<file path="src/rtl/otp_access_ctrl.sv">
// otp_access_ctrl: LFSR-issued one-time password with retry budget, timed unlock and lockout.
// Define OTP_EXPIRY_EN to give each issued OTP a lifetime of OTP_TIMEOUT cycles.
module otp_access_ctrl #(
  parameter int          OTP_W       = 32,
  parameter int          MAX_TRIES   = 3,
  parameter int          UNLOCK_CYC  = 16,
  parameter int          LOCKOUT_CYC = 64,
  parameter int          OTP_TIMEOUT = 1000,
  parameter logic [31:0] SEED        = 32'h00013579
) (
  input  logic             clk,
  input  logic             rst,
  input  logic             req_access,
  input  logic             enter_otp,
  input  logic [OTP_W-1:0] user_entered_otp,
  output logic [OTP_W-1:0] otp_value,
  output logic             otp_valid,
  output logic             correct,
  output logic             wrong,
  output logic             unlock,
  output logic             deny,
  output logic             alarm,
  output logic [3:0]       attempts_left
);

  typedef enum logic [1:0] {
    IDLE,
    WAIT_OTP,
    UNLOCKED,
    LOCKOUT
  } state_t;

  localparam int T_UL  = UNLOCK_CYC > LOCKOUT_CYC ? UNLOCK_CYC : LOCKOUT_CYC;
  localparam int T_MAX = OTP_TIMEOUT > T_UL ? OTP_TIMEOUT : T_UL;
  localparam int CNT_W = $clog2(T_MAX + 1);
  localparam logic [3:0] TRIES = 4'(MAX_TRIES);

  state_t             state, state_n;
  logic [31:0]        lfsr, lfsr_n;
  logic               enter_d;
  logic [CNT_W-1:0]   cnt, cnt_n;
  logic [OTP_W-1:0]   otp_n;
  logic               valid_n, correct_n, wrong_n;
  logic               unlock_n, deny_n, alarm_n;
  logic [3:0]         left_n;
  logic               attempt, hit;

  assign attempt = enter_otp & ~enter_d;
  assign hit     = user_entered_otp == otp_value;
  assign lfsr_n  = {lfsr[30:0], lfsr[31] ^ lfsr[21] ^ lfsr[1] ^ lfsr[0]};

  always_comb begin
    state_n   = state;
    cnt_n     = cnt + 1'b1;
    otp_n     = otp_value;
    valid_n   = otp_valid;
    correct_n = 1'b0;
    wrong_n   = 1'b0;
    unlock_n  = unlock;
    deny_n    = deny;
    alarm_n   = alarm;
    left_n    = attempts_left;
    unique case (state)
      IDLE: begin
        deny_n = 1'b0;
        cnt_n  = '0;
        if (req_access) begin
          state_n = WAIT_OTP;
          otp_n   = lfsr[OTP_W-1:0];
          valid_n = 1'b1;
          left_n  = TRIES;
        end
      end
      WAIT_OTP: begin
`ifdef OTP_EXPIRY_EN
        if (cnt == CNT_W'(OTP_TIMEOUT - 1)) begin
          state_n = IDLE;
          valid_n = 1'b0;
          deny_n  = 1'b1;
          left_n  = TRIES;
          cnt_n   = '0;
        end else
`endif
        if (attempt) begin
          wrong_n = ~hit;
          if (hit) begin
            correct_n = 1'b1;
            unlock_n  = 1'b1;
            valid_n   = 1'b0;
            cnt_n     = '0;
            state_n   = UNLOCKED;
          end else if (attempts_left > 4'd1) begin
            left_n = attempts_left - 4'd1;
          end else begin
            left_n  = 4'd0;
            valid_n = 1'b0;
            deny_n  = 1'b1;
            alarm_n = 1'b1;
            cnt_n   = '0;
            state_n = LOCKOUT;
          end
        end
      end
      UNLOCKED: begin
        if (cnt == CNT_W'(UNLOCK_CYC - 1)) begin
          unlock_n = 1'b0;
          cnt_n    = '0;
          state_n  = IDLE;
        end
      end
      LOCKOUT: begin
        if (cnt == CNT_W'(LOCKOUT_CYC - 1)) begin
          deny_n  = 1'b0;
          alarm_n = 1'b0;
          left_n  = TRIES;
          cnt_n   = '0;
          state_n = IDLE;
        end
      end
    endcase
  end

  always_ff @(posedge clk or posedge rst) begin
    if (rst) begin
      state         <= IDLE;
      lfsr          <= SEED;
      enter_d       <= 1'b0;
      cnt           <= '0;
      otp_value     <= '0;
      otp_valid     <= 1'b0;
      correct       <= 1'b0;
      wrong         <= 1'b0;
      unlock        <= 1'b0;
      deny          <= 1'b0;
      alarm         <= 1'b0;
      attempts_left <= TRIES;
    end else begin
      state         <= state_n;
      lfsr          <= lfsr_n;
      enter_d       <= enter_otp;
      cnt           <= cnt_n;
      otp_value     <= otp_n;
      otp_valid     <= valid_n;
      correct       <= correct_n;
      wrong         <= wrong_n;
      unlock        <= unlock_n;
      deny          <= deny_n;
      alarm         <= alarm_n;
      attempts_left <= left_n;
    end
  end

endmodule

</file>
<file path="config.mk">
export PLATFORM = sky130hd
export DESIGN_NAME = otp_access_ctrl
export DESIGN_NICKNAME = d
export VERILOG_FILES = /design/src/rtl/otp_access_ctrl.sv
export SDC_FILE = /design/constraint.sdc
export NUM_CORES = 1
export LEC_CHECK = 0
export ABC_AREA = 1
export BUFFER_PORTS_ARGS = -buffer_cell sky130_fd_sc_hd__buf_4
export CAP_MARGIN = 20
export CORE_MARGIN = 10
export CORE_UTILIZATION = 46
export CTS_CLUSTER_DIAMETER = 60
export DETAILED_ROUTE_END_ITERATION = 8
export PLACE_DENSITY = 0.69
export RECOVER_POWER = 25
export SYNTH_ARGS = -nofsm -noshare
export SYNTH_HDL_FRONTEND = slang
export SYNTH_SLANG_ARGS = --single-unit
</file>
<file path="constraint.sdc">
create_clock -name clk -period 4.5 [get_ports clk]
set_input_delay 0.45 -clock clk [delete_from_list [all_inputs] [get_ports clk]]
set_output_delay 0.45 -clock clk [all_outputs]
set_load 0.02 [all_outputs]
</file>
==> run summary <==
Core area - 0.00781 mm^2
Share of cells above drive strength 1 - 34.1%
Worst Hold Depth - 1
Clk Latency, worst-skew pair - 0.34 ns
Startpoint Class - flip-flop
Average size of a mapped cell - 10.3 um^2
Commonest non-fill, non-tap cell in the layout - buf_4
Worst setup EP type - flip-flop
Clk slew on worst S/H paths - 0.08 ns
Power share of the clock group - 26.8%
GP Congestion - 0.838
Clock Path Buffers - 2
Clock sinks - 87
WL/cell - 13.7 um
Initial antenna violation count - 0
Worst-path maximum fanout - 10
Root Buffer - clkbuf_8
H-tree levels - 3
# IOs - 78
First-pass GRT wire length - 12600 um
P_sw - 833 uW
Placed wire-length estimate - 5650 um
Max cap viols - 1
Logic pwr share - 32.6%
Post-DRT Antenna Nets - 0
Global router's overall resource usage - 13.1%
Crit path DAT - 2.19 ns
Slowest-stage cell, CP - dfstp_2
Final hold vios - 0
Part of the cycle the worst path needs - 42.5%
Vias - 2559
Req. time, crit path - 4.77 ns
Post-Syn Area - 0.00374 mm^2
Die footprint - 0.0121 mm^2
Synth warn - 0
Crit path cell chain - inv_1 -> ha_1 -> o21ai_0 -> inv_1 -> nor2_1 -> nand2_1 -> nand2_2 -> inv_4 -> nor2_1
Largest net degree at the start of global routing - 55
CTS Buf Count - 9
Run status - finished with violations
CTS tree - done
DRT Wirelength - 7600 um
Hold_buf cts - 0
Area grow syn2layout - 25.0%
Seq/Total Area, Yosys - 58.7%
Fraction of power consumed by sequential logic - 40.6%
Hold WC Path Type - in -> reg
Fin crit period - 1.91 ns
Synth Register Bits - 87
Crit path depth - 9
Vias in the first global route - 2624
Post-cts resize count - 0
Overflow left after global routing - 0
Final nets - 486
Endpoints failing setup - 0
Syn nets - 401
Crit path buf inv count - 3
Pre-antenna DRT Iters - 4
Die Span Y - 110 um
Internal power - 1580 uW
Fin Setup TNS - 0 ns
Yosys cell types - 28
Die width - 110 um
RSZ-0062 raised after global routing - false
Worst r2r path cells - 9
Slew Limit Fails - 0
Setup CP Type - reg -> reg
Most frequent cells in the layout - 76 x buf_4, 75 x nand2_1, 75 x dfrtp_1
Actual slew at the worst max-slew pin - 1.46 ns
Switching share of total power - 34.5%
Post-CTS setup repair buffer count - 0
Failing checks - max-capacitance violations
PwrDens - 517 mW/mm^2
Initial Util - 47.9%
Max Clk Rate - 0.522 GHz
Clock skew - 0.00683 ns
Via density - 4.62
Static Leakage - 0.00240 uW
Mapped Cells - 362
PortBufs - 77
Num rows - 32
DRC - 0
Worst VDD drop - 0.000205 V
Max stage delay on crit path - 0.58 ns
Rel. slew slack - 1.85%
Final hold slack - 0.242 ns
Crit path max-delay family - flip-flops
Diodes inserted - 0
1st-iter DRT viols - 80
## sequential cells by signal, summed over array words and instances (netlist names), 2 cells and up
register,cells
otp_value,32
attempts_left,4
state,2
cnt,10
lfsr,32
## routing by layer
metal | track usage, % | vias up | part of all wire, %
met5 | 0 | - | 0
li1 | - | 1290 | -
met2 | 21.3 | 55 | 49
met4 | 5.14 | 0 | 1.6
met1 | 16.1 | 1208 | 44
met3 | 4.12 | 6 | 5.7
## per-stage QoR
stage	utilization [%]	instances	power (uW)	worst slack [ns]	instance area (um^2)
2_1_floorplan	-	362	1540	1.82	3740
4_1_cts	59.8	554	2450	2.55	4670
5_1_grt	59.8	554	2590	2.38	4670
3_5_place_dp	56.7	538	1790	2.60	4430
6_report	59.8	554	2410	2.59	4670
3_3_place_gp	56.7	538	1770	2.71	4430
## path summary, 6_finish.rpt
check	start	endpoint	slack (ns)
setup / recovery	attempts_left[0]	cnt[2]	2.59
hold / removal	enter_otp	enter_d	0.24
setup reg to reg	attempts_left[0]	cnt[2]	2.59
hold reg to reg	lfsr[12]	lfsr[13]	0.37
max in group asynchronous	rst	otp_value[23]	2.78
min in group asynchronous	rst	otp_value[6]	0.44
## cells in the mapped netlist
| cell type | n | area (um^2) |
|---|---|---|
| dfrtp_1 | 75 | 1880 |
| nand2_1 | 75 | 282 |
| nor2_1 | 43 | 161 |
| inv_1 | 32 | 120 |
| xnor2_1 | 29 | 254 |
| mux2_2 | 23 | 259 |
| dfstp_2 | 12 | 315 |
| a21oi_1 | 11 | 55.1 |
| nand3_1 | 10 | 50.1 |
| nor2_2 | 7 | 43.8 |
| xor2_1 | 6 | 52.6 |
| inv_2 | 5 | 18.8 |
| nand2_2 | 4 | 25.0 |
| nor3_1 | 4 | 20.0 |
| o21ai_1 | 4 | 20.0 |
| ha_1 | 3 | 37.5 |
| nor2_4 | 3 | 33.8 |
| o21ai_0 | 3 | 15.0 |
| buf_2 | 2 | 10.0 |
| buf_4 | 2 | 15.0 |
| nor3_2 | 2 | 20.0 |
| inv_4 | 1 | 6.26 |
| nand3_2 | 1 | 10.0 |
| nand3b_1 | 1 | 7.51 |
| nor4_1 | 1 | 6.26 |
| o21ai_2 | 1 | 8.76 |
| o21bai_1 | 1 | 7.51 |
| or2_1 | 1 | 6.26 |
## power groups by stage
stage               combinational (uW)  sequential (uW)  clock (uW)
floorplan                          469             1070           0
global placement                   782              992           0
detailed placement                 796              995           0
CTS                                802              980         664
global route                       896              996         698
finish                             788              979         647
## cell families after synthesis
group	Yosys count	share of synthesized area [%]
XOR/XNOR	35	8.20
multiplexers	23	6.93
flip-flops	87	58.7
adder cells (fa/ha/maj)	3	1.00
AO/OA/AOI/OAI	20	2.85
buffers and inverters	42	4.55
AND/OR/NAND/NOR	152	17.8
## area by class of cell
| cell class | count | area [um^2] |
|---|---|---|
| clock buffers | 10 | 138 |
| clock inverters | 6 | 108 |
| fillers | 685 | 3140 |
| inverters | 38 | 146 |
| multi-input cells | 233 | 1380 |
| flip-flops and latches | 87 | 2190 |
| well taps | 102 | 128 |
| repair buffers | 78 | 586 |
Power figures use the tool's default switching activity.
